**src/rtl/id_ex_stage_pkg.sv**
```systemverilog
// Shared types and constants for the ID/EX pipeline register: ALU control codes,
// ALUOP encodings, forwarding selects and the registered control bundle.
package id_ex_stage_pkg;

  localparam logic [3:0] ALU_ADD = 4'b0010;
  localparam logic [3:0] ALU_SUB = 4'b0110;
  localparam logic [3:0] ALU_AND = 4'b0000;
  localparam logic [3:0] ALU_OR  = 4'b0001;

  localparam logic [2:0] F3_ADDSUB = 3'b000;
  localparam logic [2:0] F3_OR     = 3'b110;
  localparam logic [2:0] F3_AND    = 3'b111;

  typedef enum logic [1:0] {
    ALUOP_ADD   = 2'b00,
    ALUOP_SUB   = 2'b01,
    ALUOP_RTYPE = 2'b10,
    ALUOP_RSVD  = 2'b11
  } aluop_e;

  typedef enum logic [1:0] {
    FWD_RF  = 2'd0,
    FWD_MWB = 2'd1,
    FWD_EXM = 2'd2
  } fwd_sel_e;

  // All-zero value of this struct is the bubble: no side effects, decodes to add.
  typedef struct packed {
    logic   valid;
    logic   regwrite;
    logic   memread;
    logic   memwrite;
    logic   memtoreg;
    logic   branch;
    logic   alusrc;
    aluop_e aluop;
    logic [2:0] funct3;
    logic   funct7b5;
  } ex_ctrl_t;

  function automatic logic [3:0] alu_decode(aluop_e op, logic [2:0] funct3, logic funct7b5);
    logic [3:0] code;
    code = ALU_ADD;
    case (op)
      ALUOP_SUB: code = ALU_SUB;
      ALUOP_RTYPE: begin
        case (funct3)
          F3_ADDSUB: code = funct7b5 ? ALU_SUB : ALU_ADD;
          F3_AND:    code = ALU_AND;
          F3_OR:     code = ALU_OR;
          default:   code = ALU_ADD;
        endcase
      end
      default: code = ALU_ADD;
    endcase
    return code;
  endfunction

endpackage

```
**src/rtl/id_ex_stage_if.sv**
```systemverilog
// Signal bundle between the decode/forwarding environment (master) and the
// ID/EX stage (slave).
interface id_ex_stage_if #(
  parameter int XLEN   = 64,
  parameter int RIDX_W = 5
);
  logic              hold;
  logic              flush;
  logic              id_valid;
  logic [XLEN-1:0]   id_rs1_data;
  logic [XLEN-1:0]   id_rs2_data;
  logic [XLEN-1:0]   id_imm;
  logic [RIDX_W-1:0] id_rs1;
  logic [RIDX_W-1:0] id_rs2;
  logic [RIDX_W-1:0] id_rd;
  logic [1:0]        id_aluop;
  logic [2:0]        id_funct3;
  logic              id_funct7b5;
  logic              id_alusrc;
  logic              id_regwrite;
  logic              id_memread;
  logic              id_memwrite;
  logic              id_memtoreg;
  logic              id_branch;
  logic              exm_regwrite;
  logic [RIDX_W-1:0] exm_rd;
  logic [XLEN-1:0]   exm_alu_out;
  logic              mwb_regwrite;
  logic [RIDX_W-1:0] mwb_rd;
  logic [XLEN-1:0]   mwb_wdata;

  logic [XLEN-1:0]   alu_rs1;
  logic [XLEN-1:0]   alu_rs2;
  logic [3:0]        alu_ctrl;
  logic [XLEN-1:0]   ex_store_data;
  logic              ex_valid;
  logic              ex_regwrite;
  logic              ex_memread;
  logic              ex_memwrite;
  logic              ex_memtoreg;
  logic              ex_branch;
  logic [RIDX_W-1:0] ex_rd;
  logic [XLEN-1:0]   ex_imm;
  logic              load_use_stall;

  modport master (
    output hold, flush, id_valid, id_rs1_data, id_rs2_data, id_imm, id_rs1, id_rs2, id_rd,
           id_aluop, id_funct3, id_funct7b5, id_alusrc, id_regwrite, id_memread,
           id_memwrite, id_memtoreg, id_branch, exm_regwrite, exm_rd, exm_alu_out,
           mwb_regwrite, mwb_rd, mwb_wdata,
    input  alu_rs1, alu_rs2, alu_ctrl, ex_store_data, ex_valid, ex_regwrite, ex_memread,
           ex_memwrite, ex_memtoreg, ex_branch, ex_rd, ex_imm, load_use_stall
  );

  modport slave (
    input  hold, flush, id_valid, id_rs1_data, id_rs2_data, id_imm, id_rs1, id_rs2, id_rd,
           id_aluop, id_funct3, id_funct7b5, id_alusrc, id_regwrite, id_memread,
           id_memwrite, id_memtoreg, id_branch, exm_regwrite, exm_rd, exm_alu_out,
           mwb_regwrite, mwb_rd, mwb_wdata,
    output alu_rs1, alu_rs2, alu_ctrl, ex_store_data, ex_valid, ex_regwrite, ex_memread,
           ex_memwrite, ex_memtoreg, ex_branch, ex_rd, ex_imm, load_use_stall
  );
endinterface

```
**src/rtl/id_ex_stage_fwd_select.sv**
```systemverilog
// Forwarding select for one source operand: EX/MEM beats MEM/WB, x0 never forwards.
module fwd_select
  import id_ex_stage_pkg::*;
#(
  parameter int RIDX_W = 5
) (
  input  logic [RIDX_W-1:0] src,
  input  logic              exm_regwrite,
  input  logic [RIDX_W-1:0] exm_rd,
  input  logic              mwb_regwrite,
  input  logic [RIDX_W-1:0] mwb_rd,
  output fwd_sel_e          sel
);
  always_comb begin
    // NOTE: default assigned first so every path drives sel; a missing branch would infer a latch.
    sel = FWD_RF;
    if (exm_regwrite && (exm_rd != '0) && (exm_rd == src)) begin
      sel = FWD_EXM;
    end else if (mwb_regwrite && (mwb_rd != '0) && (mwb_rd == src)) begin
      sel = FWD_MWB;
    end
  end
endmodule

```
**src/rtl/id_ex_stage.sv**
```systemverilog
// ID/EX pipeline register: registers decoded operands/control, decodes ALU control,
// forwards from EX/MEM and MEM/WB, and inserts bubbles on load-use hazards.
module id_ex_stage
  import id_ex_stage_pkg::*;
#(
  parameter int XLEN   = 64,
  parameter int RIDX_W = 5
) (
  input logic         clk,
  input logic         reset,
  id_ex_stage_if.slave bus
);
  ex_ctrl_t          ctrl_q;
  logic [RIDX_W-1:0] rs1_q, rs2_q, rd_q;
  logic [XLEN-1:0]   rs1_data_q, rs2_data_q, imm_q;
  logic [XLEN-1:0]   fwd_rs1, fwd_rs2;
  fwd_sel_e          sel_rs1, sel_rs2;
  logic              stall;

  // An external hold outranks the hazard: the load stays in EX, so no bubble is needed.
  assign stall = !bus.hold && ctrl_q.memread && ctrl_q.valid && (rd_q != '0) && bus.id_valid &&
                 ((rd_q == bus.id_rs1) || (rd_q == bus.id_rs2));

  always_ff @(posedge clk) begin
    // NOTE: non-blocking assignments keep every register sampling pre-edge values.
    if (reset || bus.flush || stall) begin
      ctrl_q     <= '0;
      rs1_q      <= '0;
      rs2_q      <= '0;
      rd_q       <= '0;
      rs1_data_q <= '0;
      rs2_data_q <= '0;
      imm_q      <= '0;
    end else if (!bus.hold) begin
      ctrl_q     <= '{valid:    bus.id_valid,
                      regwrite: bus.id_regwrite,
                      memread:  bus.id_memread,
                      memwrite: bus.id_memwrite,
                      memtoreg: bus.id_memtoreg,
                      branch:   bus.id_branch,
                      alusrc:   bus.id_alusrc,
                      aluop:    aluop_e'(bus.id_aluop),
                      funct3:   bus.id_funct3,
                      funct7b5: bus.id_funct7b5};
      rs1_q      <= bus.id_rs1;
      rs2_q      <= bus.id_rs2;
      rd_q       <= bus.id_rd;
      rs1_data_q <= bus.id_rs1_data;
      rs2_data_q <= bus.id_rs2_data;
      imm_q      <= bus.id_imm;
    end
  end

  fwd_select #(.RIDX_W(RIDX_W)) u_fwd_rs1 (
    .src(rs1_q), .exm_regwrite(bus.exm_regwrite), .exm_rd(bus.exm_rd),
    .mwb_regwrite(bus.mwb_regwrite), .mwb_rd(bus.mwb_rd), .sel(sel_rs1)
  );

  fwd_select #(.RIDX_W(RIDX_W)) u_fwd_rs2 (
    .src(rs2_q), .exm_regwrite(bus.exm_regwrite), .exm_rd(bus.exm_rd),
    .mwb_regwrite(bus.mwb_regwrite), .mwb_rd(bus.mwb_rd), .sel(sel_rs2)
  );

  always_comb begin
    fwd_rs1 = rs1_data_q;
    fwd_rs2 = rs2_data_q;
    case (sel_rs1)
      FWD_EXM: fwd_rs1 = bus.exm_alu_out;
      FWD_MWB: fwd_rs1 = bus.mwb_wdata;
      default: fwd_rs1 = rs1_data_q;
    endcase
    case (sel_rs2)
      FWD_EXM: fwd_rs2 = bus.exm_alu_out;
      FWD_MWB: fwd_rs2 = bus.mwb_wdata;
      default: fwd_rs2 = rs2_data_q;
    endcase
  end

  assign bus.alu_rs1        = fwd_rs1;
  assign bus.alu_rs2        = ctrl_q.alusrc ? imm_q : fwd_rs2;
  assign bus.ex_store_data  = fwd_rs2;
  assign bus.alu_ctrl       = alu_decode(ctrl_q.aluop, ctrl_q.funct3, ctrl_q.funct7b5);
  assign bus.ex_valid       = ctrl_q.valid;
  assign bus.ex_regwrite    = ctrl_q.regwrite;
  assign bus.ex_memread     = ctrl_q.memread;
  assign bus.ex_memwrite    = ctrl_q.memwrite;
  assign bus.ex_memtoreg    = ctrl_q.memtoreg;
  assign bus.ex_branch      = ctrl_q.branch;
  assign bus.ex_rd          = rd_q;
  assign bus.ex_imm         = imm_q;
  assign bus.load_use_stall = stall;
endmodule

```
**src/flat_wrapper.sv**
```systemverilog
// flat-port wrapper written by rule: the top's interface ports become plain ports
module id_ex_stage_flat import id_ex_stage_pkg::*;
#(
  parameter int XLEN   = 64,
  parameter int RIDX_W = 5
)
  (clk, reset, bus_hold, bus_flush, bus_id_valid, bus_id_rs1_data, bus_id_rs2_data, bus_id_imm, bus_id_rs1, bus_id_rs2, bus_id_rd, bus_id_aluop, bus_id_funct3, bus_id_funct7b5, bus_id_alusrc, bus_id_regwrite, bus_id_memread, bus_id_memwrite, bus_id_memtoreg, bus_id_branch, bus_exm_regwrite, bus_exm_rd, bus_exm_alu_out, bus_mwb_regwrite, bus_mwb_rd, bus_mwb_wdata, bus_alu_rs1, bus_alu_rs2, bus_alu_ctrl, bus_ex_store_data, bus_ex_valid, bus_ex_regwrite, bus_ex_memread, bus_ex_memwrite, bus_ex_memtoreg, bus_ex_branch, bus_ex_rd, bus_ex_imm, bus_load_use_stall);
  id_ex_stage_if #(.XLEN(XLEN), .RIDX_W(RIDX_W)) bus_i ();
  input logic clk;
  input logic reset;
  input wire logic [$bits(bus_i.hold)-1:0] bus_hold;
  input wire logic [$bits(bus_i.flush)-1:0] bus_flush;
  input wire logic [$bits(bus_i.id_valid)-1:0] bus_id_valid;
  input wire logic [$bits(bus_i.id_rs1_data)-1:0] bus_id_rs1_data;
  input wire logic [$bits(bus_i.id_rs2_data)-1:0] bus_id_rs2_data;
  input wire logic [$bits(bus_i.id_imm)-1:0] bus_id_imm;
  input wire logic [$bits(bus_i.id_rs1)-1:0] bus_id_rs1;
  input wire logic [$bits(bus_i.id_rs2)-1:0] bus_id_rs2;
  input wire logic [$bits(bus_i.id_rd)-1:0] bus_id_rd;
  input wire logic [$bits(bus_i.id_aluop)-1:0] bus_id_aluop;
  input wire logic [$bits(bus_i.id_funct3)-1:0] bus_id_funct3;
  input wire logic [$bits(bus_i.id_funct7b5)-1:0] bus_id_funct7b5;
  input wire logic [$bits(bus_i.id_alusrc)-1:0] bus_id_alusrc;
  input wire logic [$bits(bus_i.id_regwrite)-1:0] bus_id_regwrite;
  input wire logic [$bits(bus_i.id_memread)-1:0] bus_id_memread;
  input wire logic [$bits(bus_i.id_memwrite)-1:0] bus_id_memwrite;
  input wire logic [$bits(bus_i.id_memtoreg)-1:0] bus_id_memtoreg;
  input wire logic [$bits(bus_i.id_branch)-1:0] bus_id_branch;
  input wire logic [$bits(bus_i.exm_regwrite)-1:0] bus_exm_regwrite;
  input wire logic [$bits(bus_i.exm_rd)-1:0] bus_exm_rd;
  input wire logic [$bits(bus_i.exm_alu_out)-1:0] bus_exm_alu_out;
  input wire logic [$bits(bus_i.mwb_regwrite)-1:0] bus_mwb_regwrite;
  input wire logic [$bits(bus_i.mwb_rd)-1:0] bus_mwb_rd;
  input wire logic [$bits(bus_i.mwb_wdata)-1:0] bus_mwb_wdata;
  output wire logic [$bits(bus_i.alu_rs1)-1:0] bus_alu_rs1;
  output wire logic [$bits(bus_i.alu_rs2)-1:0] bus_alu_rs2;
  output wire logic [$bits(bus_i.alu_ctrl)-1:0] bus_alu_ctrl;
  output wire logic [$bits(bus_i.ex_store_data)-1:0] bus_ex_store_data;
  output wire logic [$bits(bus_i.ex_valid)-1:0] bus_ex_valid;
  output wire logic [$bits(bus_i.ex_regwrite)-1:0] bus_ex_regwrite;
  output wire logic [$bits(bus_i.ex_memread)-1:0] bus_ex_memread;
  output wire logic [$bits(bus_i.ex_memwrite)-1:0] bus_ex_memwrite;
  output wire logic [$bits(bus_i.ex_memtoreg)-1:0] bus_ex_memtoreg;
  output wire logic [$bits(bus_i.ex_branch)-1:0] bus_ex_branch;
  output wire logic [$bits(bus_i.ex_rd)-1:0] bus_ex_rd;
  output wire logic [$bits(bus_i.ex_imm)-1:0] bus_ex_imm;
  output wire logic [$bits(bus_i.load_use_stall)-1:0] bus_load_use_stall;
  assign bus_i.hold = bus_hold;
  assign bus_i.flush = bus_flush;
  assign bus_i.id_valid = bus_id_valid;
  assign bus_i.id_rs1_data = bus_id_rs1_data;
  assign bus_i.id_rs2_data = bus_id_rs2_data;
  assign bus_i.id_imm = bus_id_imm;
  assign bus_i.id_rs1 = bus_id_rs1;
  assign bus_i.id_rs2 = bus_id_rs2;
  assign bus_i.id_rd = bus_id_rd;
  assign bus_i.id_aluop = bus_id_aluop;
  assign bus_i.id_funct3 = bus_id_funct3;
  assign bus_i.id_funct7b5 = bus_id_funct7b5;
  assign bus_i.id_alusrc = bus_id_alusrc;
  assign bus_i.id_regwrite = bus_id_regwrite;
  assign bus_i.id_memread = bus_id_memread;
  assign bus_i.id_memwrite = bus_id_memwrite;
  assign bus_i.id_memtoreg = bus_id_memtoreg;
  assign bus_i.id_branch = bus_id_branch;
  assign bus_i.exm_regwrite = bus_exm_regwrite;
  assign bus_i.exm_rd = bus_exm_rd;
  assign bus_i.exm_alu_out = bus_exm_alu_out;
  assign bus_i.mwb_regwrite = bus_mwb_regwrite;
  assign bus_i.mwb_rd = bus_mwb_rd;
  assign bus_i.mwb_wdata = bus_mwb_wdata;
  assign bus_alu_rs1 = bus_i.alu_rs1;
  assign bus_alu_rs2 = bus_i.alu_rs2;
  assign bus_alu_ctrl = bus_i.alu_ctrl;
  assign bus_ex_store_data = bus_i.ex_store_data;
  assign bus_ex_valid = bus_i.ex_valid;
  assign bus_ex_regwrite = bus_i.ex_regwrite;
  assign bus_ex_memread = bus_i.ex_memread;
  assign bus_ex_memwrite = bus_i.ex_memwrite;
  assign bus_ex_memtoreg = bus_i.ex_memtoreg;
  assign bus_ex_branch = bus_i.ex_branch;
  assign bus_ex_rd = bus_i.ex_rd;
  assign bus_ex_imm = bus_i.ex_imm;
  assign bus_load_use_stall = bus_i.load_use_stall;
  id_ex_stage #(.XLEN(XLEN), .RIDX_W(RIDX_W)) u_core (.clk(clk), .reset(reset), .bus(bus_i));
endmodule
```
**config.mk**
```make
export PLATFORM = sky130hd
export DESIGN_NAME = id_ex_stage_flat
export DESIGN_NICKNAME = d
export VERILOG_FILES = /design/src/rtl/id_ex_stage_pkg.sv /design/src/rtl/id_ex_stage_if.sv /design/src/rtl/id_ex_stage_fwd_select.sv /design/src/rtl/id_ex_stage.sv /design/src/flat_wrapper.sv
export SDC_FILE = /design/constraint.sdc
export NUM_CORES = 1
export LEC_CHECK = 0
export ABC_CLOCK_PERIOD_IN_PS = 3450
export CAP_MARGIN = 20
export CORE_AREA = 2 2 250 252
export CTS_BUF_LIST = sky130_fd_sc_hd__clkbuf_16
export CTS_CLUSTER_DIAMETER = 120
export DETAILED_ROUTE_END_ITERATION = 8
export DIE_AREA = 0 0 252 254
export GPL_ROUTABILITY_DRIVEN = 0
export GPL_TIMING_DRIVEN = 0
export PLACE_DENSITY = 0.54
export SLEW_MARGIN = 40
export SYNTH_ARGS = -nofsm -noshare
export SYNTH_HDL_FRONTEND = slang
export SYNTH_SLANG_ARGS = --single-unit
export TNS_END_PERCENT = 10
```
**constraint.sdc**
```tcl
create_clock -name clk -period 3.45 [get_ports clk]
set_clock_uncertainty 0.1 [all_clocks]
set_input_delay 0.69 -clock clk [delete_from_list [all_inputs] [get_ports clk]]
set_output_delay 0.69 -clock clk [all_outputs]
set_load 0.01 [all_outputs]
```
After elaboration in Yosys (flattened, before gate mapping):

Index checks and enable logic that the tools add are counted.
W data, S select, Z words.

* equality and inequality tests: 14
* muxes and demuxes: 10
* reductions and logical operators: 19

Operator list (count)
* $pmux W64 S2: 2
* $mux W64: 1
* $eq A5 B5 Y1: 6
* $reduce_bool A5 Y1: 3
* $pmux W4 S3: 1
* $logic_and A1 B1 Y1: 11
* $pmux W4 S2: 1
* $eq A2 B1 Y1 const B: 3
* $eq A2 B2 Y1 const B: 3
* $eq A3 B3 Y1 const B: 2
* $mux W2: 2
* $logic_not A3 Y1: 1
* $logic_or A1 B1 Y1: 3
* $mux W3: 1
* $mux W1: 2
* $logic_not A1 Y1: 1

* flip-flop bits (word level): 220
* output and inout port bits: 272
* logic and storage cells: 59

Logic depth before layout (Yosys ltp):

Gate-level depths: netlist (run 1).

* depth after elaboration: 8
* mapped depth: 7
* depth with buffers taken out: 5

Cells and area by module:

Synthesis (run 1) repeated with hierarchy kept, for this count alone.

* cell total of the unflattened synthesis: 1351
* area total of the unflattened synthesis: 12600.8 sq um

Modules (own cells, without submodules)
* id_ex_stage: times used 1, cells an instance 1311, sequential area each 4404.2 sq um, area an instance 12298.0 sq um
* fwd_select: times used 2, cells an instance 20, sequential area each 0.0 sq um, area an instance 151.4 sq um

Least setup slack after synthesis (run 1):

No wires, ideal clock.

* kind: input to output
* start point: input bus_mwb_rd[1]
* end point: output bus_alu_rs2[20]
* cell stages on the path: 7
* required time: 2660 ps
* path buffers: 2
* slack: 285 ps
* data arrival time: 2375 ps
* path through: or4_4 o211ai_4 buf_6 buf_4 o21ai_1 a31oi_1 mux2_2

* cells in the longest elaborated chain, start to end: 8
* elaborated cells on any way between the ends: 10
* those cells by class: eq/ne: 3; mux: 4; reduce/logical: 3

Ends and longest elaborated chain
* from (decl): RTL line flat_wrapper.sv:33 `input wire logic [$bits(bus_i.mwb_rd)-1:0] bus_mwb_rd;`
* $reduce_bool A5 Y1: RTL line id_ex_stage_fwd_select.sv:19 `end else if (mwb_regwrite && (mwb_rd != '0) && (mwb_rd == src)) begin`
* $logic_and A1 B1 Y1: RTL line id_ex_stage_fwd_select.sv:19
* $logic_and A1 B1 Y1 *: RTL line id_ex_stage_fwd_select.sv:19
* $mux W1 *: RTL line id_ex_stage_fwd_select.sv:19
* $mux W2 *: RTL line id_ex_stage_fwd_select.sv:17 `if (exm_regwrite && (exm_rd != '0) && (exm_rd == src)) begin`
* $eq A2 B1 Y1 or $eq A2 B2 Y1 (tied branches): RTL line id_ex_stage.sv:72 `case (sel_rs2)`
* $pmux W64 S2 *: RTL line id_ex_stage.sv:72
* via bus_ex_store_data[20]: RTL line flat_wrapper.sv:38 `output wire logic [$bits(bus_i.ex_store_data)-1:0] bus_ex_store_data;`
* $mux W64 *: RTL line id_ex_stage.sv:80 `assign bus.alu_rs2 = ctrl_q.alusrc ? imm_q : fwd_rs2;`
* to (decl): RTL line flat_wrapper.sv:36 `output wire logic [$bits(bus_i.alu_rs2)-1:0] bus_alu_rs2;`

The timed path passes the listed nets; every way through them passes the cells marked *.

Final worst setup path (run 1):

* start point: input bus_exm_rd[4]
* end point: output bus_alu_rs2[34]

* cells in the longest elaborated chain, start to end: 7
* elaborated cells on any way between the ends: 9
* those cells by class: eq/ne: 3; mux: 3; reduce/logical: 3

Ends and longest elaborated chain
* from (decl): RTL line flat_wrapper.sv:30 `input wire logic [$bits(bus_i.exm_rd)-1:0] bus_exm_rd;`
* $reduce_bool A5 Y1: RTL line id_ex_stage_fwd_select.sv:17
* $logic_and A1 B1 Y1: RTL line id_ex_stage_fwd_select.sv:17
* $logic_and A1 B1 Y1 *: RTL line id_ex_stage_fwd_select.sv:17
* $mux W2 *: RTL line id_ex_stage_fwd_select.sv:17
* $eq A2 B1 Y1 or $eq A2 B2 Y1 (tied branches): RTL line id_ex_stage.sv:72
* $pmux W64 S2 *: RTL line id_ex_stage.sv:72
* $mux W64 *: RTL line id_ex_stage.sv:80

Mark *: on every way between the ends. The rest lies on a longest branch, timed or not.

==> impl_metrics.py, run 1 <==
metrics = {
    "logic_synthesis": {
        "yosysWarnings": 0,
        "synth_compound_area_share_pct": 10.1,
        "synth-edff-count": 0,
        "synth_top_cell_area_share_pct": 36.0,
        "yosysTopAreaCell": "dfxtp_1",
        "synth_area_um2": 12200,
        "ys_ff_latch": 220,
        "synth_area_leaders": "dfxtp_1, mux2i_1, nor2_1",
        "ys_seq_area_share_pct": 36.0,
        "avgSynthCellArea_um2": 8.55,
        "synth-main-ff-cell": "dfxtp_1",
        "synth_nets": 1795,
        "synthAdderAreaFrac_pct": 0.205,
        "synth-simple-area-share_pct": 16.2,
        "synth_cell_types": 42,
        "synth_top_family_by_area": "multiplexers",
        "synth_mux_area_share_pct": 28.5,
        "ys_async_sr_fraction_pct": 0,
        "synthCells": 1429,
        "synth-xor-area-share_pct": 2.21,
    },
    "drt": {
        "routed_via_density": 4.60,
        "vias": 13800,
        "ant_nets": 0,
        "routedWlPerCell_um": 23.9,
        "first_iter_violations": 689,
        "drc": 0,
        "first_pass_iters": 5,
        "wl_um": 71500,
    },
    "timing": {
        "rsz0062_at_grt": "yes",
        "fin_crit_ns": 3.62,
        "worstMarginPinSlew_ns": 0.895,
        "drv_slew": 0,
        "hold_viol": 0,
        "period_share_pct": 105,
        "slew_headroom_pct": 40.3,
        "max_freq_mhz": 276,
        "setup_slack_ns": -0.172,
        "timing.hold.ws_ns": 0.395,
        "finalSetupViolCount": 67,
    },
    "setup_path": {
        "required_ns": 2.66,
        "crit_path_max_fanout": 5,
        "path_cells": "buf_8 > or4_4 > o211ai_4 > or2_4 > buf_12 > buf_12 > buf_12 > buf_12 > a31oi_4 > buf_6 > mux2_4 > buf_6",
        "reg2reg_to": "u_core.rs1_data_q[8]$_SDFFE_PP0N_",
        "path_class": "input port to output port",
        "start_kind": "input port",
        "r2r_cells": 8,
        "critPathMostFrequentCell": "buf_12",
        "cpMaxStageDelayCell": "or4_4",
        "rrSetupSlack_ns": 0.56,
        "slowest_delay_ns": 0.55,
        "cp.arrival_ns": 2.83,
        "r2r_start": "u_core.bus.ex_rd[4]$_SDFFE_PP0N_",
        "end_kind": "output port",
    },
    "placement": {
        "hpwl_um": 55100,
        "placed_cell_area_um2": 19600,
        "portBuffers": 633,
    },
    "grt": {
        "grt_start_max_net_pins": 15,
        "grtUsageMet1_pct": 24.5,
        "use_met2_pct": 38.1,
        "grt_pass1_vias": 14500,
        "grt_pass1_wl_um": 99600,
        "top_usage_layer": "met2",
        "grtUsageMet3_pct": 5.33,
        "antenna_found_initial": 10,
        "overflow": 0,
        "track_usage_pct": 21.2,
    },
    "floorplan": {
        "coreArea_um2": 61300,
        "start_util_pct": 20.0,
        "die_w_um": 252,
        "die_h_um": 254,
        "io_pins": 636,
        "die_area_um2": 64000,
        "row_count": 91,
    },
    "clock_network": {
        "clk_pin_slew_worst_paths_ns": 0.06,
        "cts_root_buf": "clkbuf_16",
        "htree_levels": 1,
        "numCtsBuffers": 29,
        "cts_tree": "done",
        "cts.sinks": 220,
        "clock_latency_ns": 0.58,
        "clk_path_buf_depth": 3,
    },
    "min_path": {
        "hold_start": "u_core.rs1_data_q[40]$_SDFFE_PP0N_",
        "hold_end": "u_core.rs1_data_q[40]$_SDFFE_PP0N_",
        "hold_depth": 2,
        "hold_path_class": "flop to flop",
    },
    "final_layout": {
        "layout_commonest_cell": "clkdlybuf4s50_1",
        "finalInstanceArea_um2": 22500,
        "multi_input_area_um2": 8190,
        "nFillCells": 6340,
        "layout_common_cells": "clkdlybuf4s50_1, nor2_1, mux2i_1, dfxtp_1, buf_2",
        "drive_gt1_share_pct": 28.4,
        "regArea_um2": 4420,
        "syn2layout_area_growth_pct": 84.4,
        "nNetsFinal": 2537,
    },
    "outcome": {
        "violations": "negative setup slack",
        "status": "finished with violations",
    },
    "job": {
        "drv_cap": 0,
    },
    "power_and_ir_drop": {
        "p_leak_nw": 9.35,
        "seqPwrFrac_pct": 36.3,
        "power.density_nw_per_um2": 328,
        "p_sw_w": 0.00214,
        "p_clk_share_pct": 39.4,
        "combPwrFrac_pct": 24.2,
        "switching_share_pct": 29.0,
        "p_int_w": 0.00526,
        "vdd_drop_max_mv": 0.342,
    },
}
-- cell families (layout without fill, tap and decap cells) --
kind of cell | after synthesis | after routing
muxes | 341 | 341
AOI/OAI and AO/OA | 200 | 200
and+or+nand+nor | 452 | 452
adders and majority gates | 2 | 2
other | 1 | 7
xor gates and xnor gates | 30 | 30
buffers and inverters | 183 | 946
DFF | 220 | 220
-- area by class of cell --
| type | instances | share of cell area (%) |
|---|---|---|
| Antenna cell | 6 | 0.0666 |
| Buffer | 116 | 4.72 |
| Clock buffer | 29 | 3.22 |
| Clock inverter | 23 | 0.688 |
| Inverter | 60 | 0.999 |
| Multi-Input combinational cell | 1026 | 36.3 |
| Sequential cell | 220 | 19.6 |
| Tap cell | 790 | 4.38 |
| Timing Repair Buffer | 718 | 30.0 |
-- power by group through the flow --
stage | combinational, W | clock [W] | sequential (W)
2_1_floorplan | 0.000610 | 0 | 0.00273
3_3_place_gp | 0.00163 | 0 | 0.00274
3_5_place_dp | 0.00164 | 0 | 0.00274
4_1_cts | 0.00179 | 0.00301 | 0.00269
5_1_grt | 0.00190 | 0.00310 | 0.00270
6_report | 0.00179 | 0.00292 | 0.00269
-- critical path: cells and delay by family --
| kind | cells | cell delay, ns |
|---|---|---|
| AND/OR/NAND/NOR | 2 | 0.73 |
| AO/OA/AOI/OAI | 2 | 0.31 |
| multiplexers | 1 | 0.27 |
| buffers and inverters | 7 | 0.83 |
-- through the flow --
stage          instances  util [%]  setup WS [ns]  setup TNS [ns]  power, W
3_5_place_dp        2855      32.0          -1.91         -306.86   0.00438
6_report            2988      36.8         -0.172           -5.08   0.00741
4_1_cts             2979      36.8         -0.190          -18.33   0.00749
2_1_floorplan       1429         -          0.285               0   0.00334
3_3_place_gp        2852      31.9          -2.61         -407.56   0.00437
5_1_grt             2985      36.8         -0.220           -9.76   0.00771
-- layer usage --
metal  vias up  part of all wire [%]  wire length, um
met5         -                 0.069               49
met4         8                   3.0             2160
met3       118                   7.9             5630
met2       612                    50            35700
met1      6556                    39            27900
li1       6465                     -                -
-- worst max-delay path by stage --
stage	depth (start not counted)	from	slack, ns	endpoint
CTS	12	bus_exm_rd[4]	-0.19	bus_alu_rs2[29]
global route	12	bus_exm_rd[4]	-0.22	bus_alu_rs2[34]
finish	12	bus_exm_rd[4]	-0.17	bus_alu_rs2[34]
floorplan	7	bus_mwb_rd[1]	0.28	bus_alu_rs2[20]
detailed placement	8	bus_mwb_rd[1]	-1.91	bus_alu_rs2[47]
global placement	8	bus_mwb_rd[4]	-2.61	bus_alu_rs2[47]
-- synthesized netlist by cell type, types with 32 or more instances --
master,count
nor2_1,302
mux2i_1,283
dfxtp_1,220
clkbuf_1,73
a21oi_1,65
inv_1,60
nor3_1,60
mux2_2,58
or3_1,58
o21ai_1,56
a31oi_1,44
buf_2,32
-- state kept, by name, summed over array words and instances, names as in the netlist --
register and cells:
u_core.bus.ex_memwrite 1, u_core.bus.ex_regwrite 1, u_core.rs1_data_q 64, u_core.ctrl_q 7
u_core.bus.ex_memtoreg 1, u_core.bus.ex_imm 64, u_core.bus.ex_branch 1, u_core.rs1_q 5
u_core.rs2_data_q 64, u_core.bus.ex_valid 1, u_core.bus.ex_rd 5, u_core.bus.ex_memread 1
u_core.rs2_q 5
-- what timing repair did --
item                                    4_1_cts  5_1_grt
endpoints found under the setup margin      193      189
gates resized for setup                     831      299
pin swaps                                    75       62
setup buffers                                69        4
gates cloned                                  9        1
hold buffers                                  0        0
No activity file was read; power rests on OpenSTA's default activity.
==> run 2: changes to the inputs <==
Settings changed: CTS_CLUSTER_SIZE set to 40, SLEW_MARGIN 40 to 20.
==> impl_metrics.py, run 2 (synthesized netlist as in run 1, its figures left out) <==
metrics = {
    "setup_path": {
        "r2r_start": "u_core.bus.ex_rd[4]$_SDFFE_PP0N_",
        "crit_buf_inv": 4,
        "slowest_delay_ns": 0.59,
        "start_kind": "input port",
        "cp.arrival_ns": 2.80,
        "critPathMostFrequentCell": "clkdlybuf4s15_2",
        "path_class": "input port to output port",
        "crit_start": "bus_exm_rd[0]",
        "cpLargestDelayFamily": "buffers and inverters",
        "cpMaxStageDelayCell": "or4_1",
        "path_cells": "clkdlybuf4s15_2 > xnor2_1 > nand3_1 > or4_1 > clkbuf_8 > clkbuf_4 > a21oi_2 > clkdlybuf4s15_2",
        "crit_path_max_fanout": 10,
        "end_kind": "output port",
        "required_ns": 2.66,
    },
    "power_and_ir_drop": {
        "totalPowerFinal_w": 0.00634,
        "combPwrFrac_pct": 28.6,
        "seqPwrFrac_pct": 42.4,
        "power.density_nw_per_um2": 286,
        "vdd_drop_max_mv": 0.220,
        "p_sw_w": 0.00200,
        "p_leak_nw": 9.15,
        "p_int_w": 0.00434,
        "switching_share_pct": 31.5,
        "p_clk_share_pct": 29.0,
    },
    "floorplan": {
        "row_count": 91,
        "coreArea_um2": 61300,
        "die_h_um": 254,
        "die_w_um": 252,
        "die_area_um2": 64000,
        "start_util_pct": 20.0,
        "io_pins": 636,
    },
    "min_path": {
        "hold_start": "u_core.rs2_data_q[7]$_SDFFE_PP0N_",
        "hold_path_class": "flop to flop",
    },
    "final_layout": {
        "syn2layout_area_growth_pct": 81.3,
        "nNetsFinal": 2511,
        "drive_gt1_share_pct": 28.0,
        "layout_commonest_cell": "clkdlybuf4s50_1",
        "layout_common_cells": "clkdlybuf4s50_1, nor2_1, mux2i_1, dfxtp_1, buf_2",
        "finalInstanceArea_um2": 22200,
        "nFillCells": 6335,
    },
    "timing": {
        "setup_slack_ns": -0.143,
        "timing.hold.ws_ns": 0.407,
        "max_freq_mhz": 278,
        "slew_headroom_pct": 26.9,
        "rsz0062_at_grt": "yes",
        "fin_crit_ns": 3.59,
        "finalSetupTns_ns": -3.01,
        "worstMarginPinSlew_ns": 1.10,
        "hold_viol": 0,
        "period_share_pct": 104,
        "finalSetupViolCount": 65,
        "drv_slew": 0,
    },
    "clock_network": {
        "htree_levels": 1,
        "numCtsBuffers": 13,
        "clk_pin_slew_worst_paths_ns": 0.11,
        "cts_root_buf": "clkbuf_16",
        "cts.sinks": 220,
        "clk_path_buf_depth": 3,
        "cts_hold_buf": 0,
        "cts_tree": "done",
        "clock_latency_ns": 0.51,
    },
    "grt": {
        "overflow": 0,
        "antenna_found_initial": 8,
        "grt_pass1_vias": 14200,
        "grt_start_max_net_pins": 33,
        "track_usage_pct": 20.9,
        "grt_pass1_wl_um": 98200,
    },
    "job": {
        "drv_cap": 0,
    },
    "placement": {
        "pre_cts_slack_ns": -2.68,
        "portBuffers": 633,
        "placed_cell_area_um2": 19600,
        "hpwl_um": 54900,
    },
    "drt": {
        "routed_via_density": 4.61,
        "vias": 13600,
        "routedWlPerCell_um": 24.1,
        "wl_um": 71200,
        "ant_nets": 0,
        "drc": 0,
        "first_pass_iters": 5,
        "first_iter_violations": 640,
    },
    "outcome": {
        "violations": "negative setup slack",
        "status": "finished with violations",
    },
}
run 2: cell type report:
cell class,count,area (um2),share of cell area (%)
timing repair buffer,704,6620,29.9
antenna,9,22.5,0.102
buffer,120,1050,4.74
clock inverter,8,83.8,0.378
tap,790,988,4.46
sequential,220,4420,19.9
multi-input combinational,1026,8430,38.0
inverter,60,225,1.02
clock buffer,13,325,1.47
run 2: final timing paths:
path                                        endpoint  slack [ns]  cells after the start
setup / recovery                     bus_alu_rs1[47]       -0.14                      8
hold / removal     u_core.rs2_data_q[7]$_SDFFE_PP0N_        0.41                      2
setup reg to reg  u_core.rs2_data_q[57]$_SDFFE_PP0N_        0.34                      7
hold reg to reg    u_core.rs2_data_q[7]$_SDFFE_PP0N_        0.41                      2
run 2: worst min-delay path, delay by kind of cell, from the launching register on:
family,cells,cell delay (ns)
multiplexers,1,0.07
flip-flops,1,0.34
AND/OR/NAND/NOR,1,0.07
run 2: per-stage QoR:
| stage | util [%] | std cells |
|---|---|---|
| after floorplan | - | 1429 |
| after global placement | 31.9 | 2852 |
| after detailed placement | 31.9 | 2852 |
| after CTS | 35.5 | 2931 |
| after global routing | 36.2 | 2943 |
| final | 36.2 | 2950 |
run 2: timing repair:
action                     CTS  global route
setup endpoints to repair  283           270
buffers inserted            55             9
pin swaps                   80            51
gates cloned                 7             4
gates resized for setup    931           262
run 2: power groups by stage:
stage                     sequential, W  combinational [W]  clock (W)
after global routing            0.00270            0.00192    0.00199
after global placement          0.00274            0.00163          0
final                           0.00269            0.00181    0.00184
after floorplan                 0.00273           0.000610          0
after detailed placement        0.00274            0.00164          0
after CTS                       0.00269            0.00177    0.00193
run 2: metal layers:
metal / vias up / global-route usage (%) / routed length (um)
li1: 6390 / - / -
met2: 516 / 37.7 / 35600
met5: - / 0 / 30
met1: 6609 / 24.3 / 28500
met3: 67 / 5.37 / 5400
met4: 4 / 5.82 / 1690
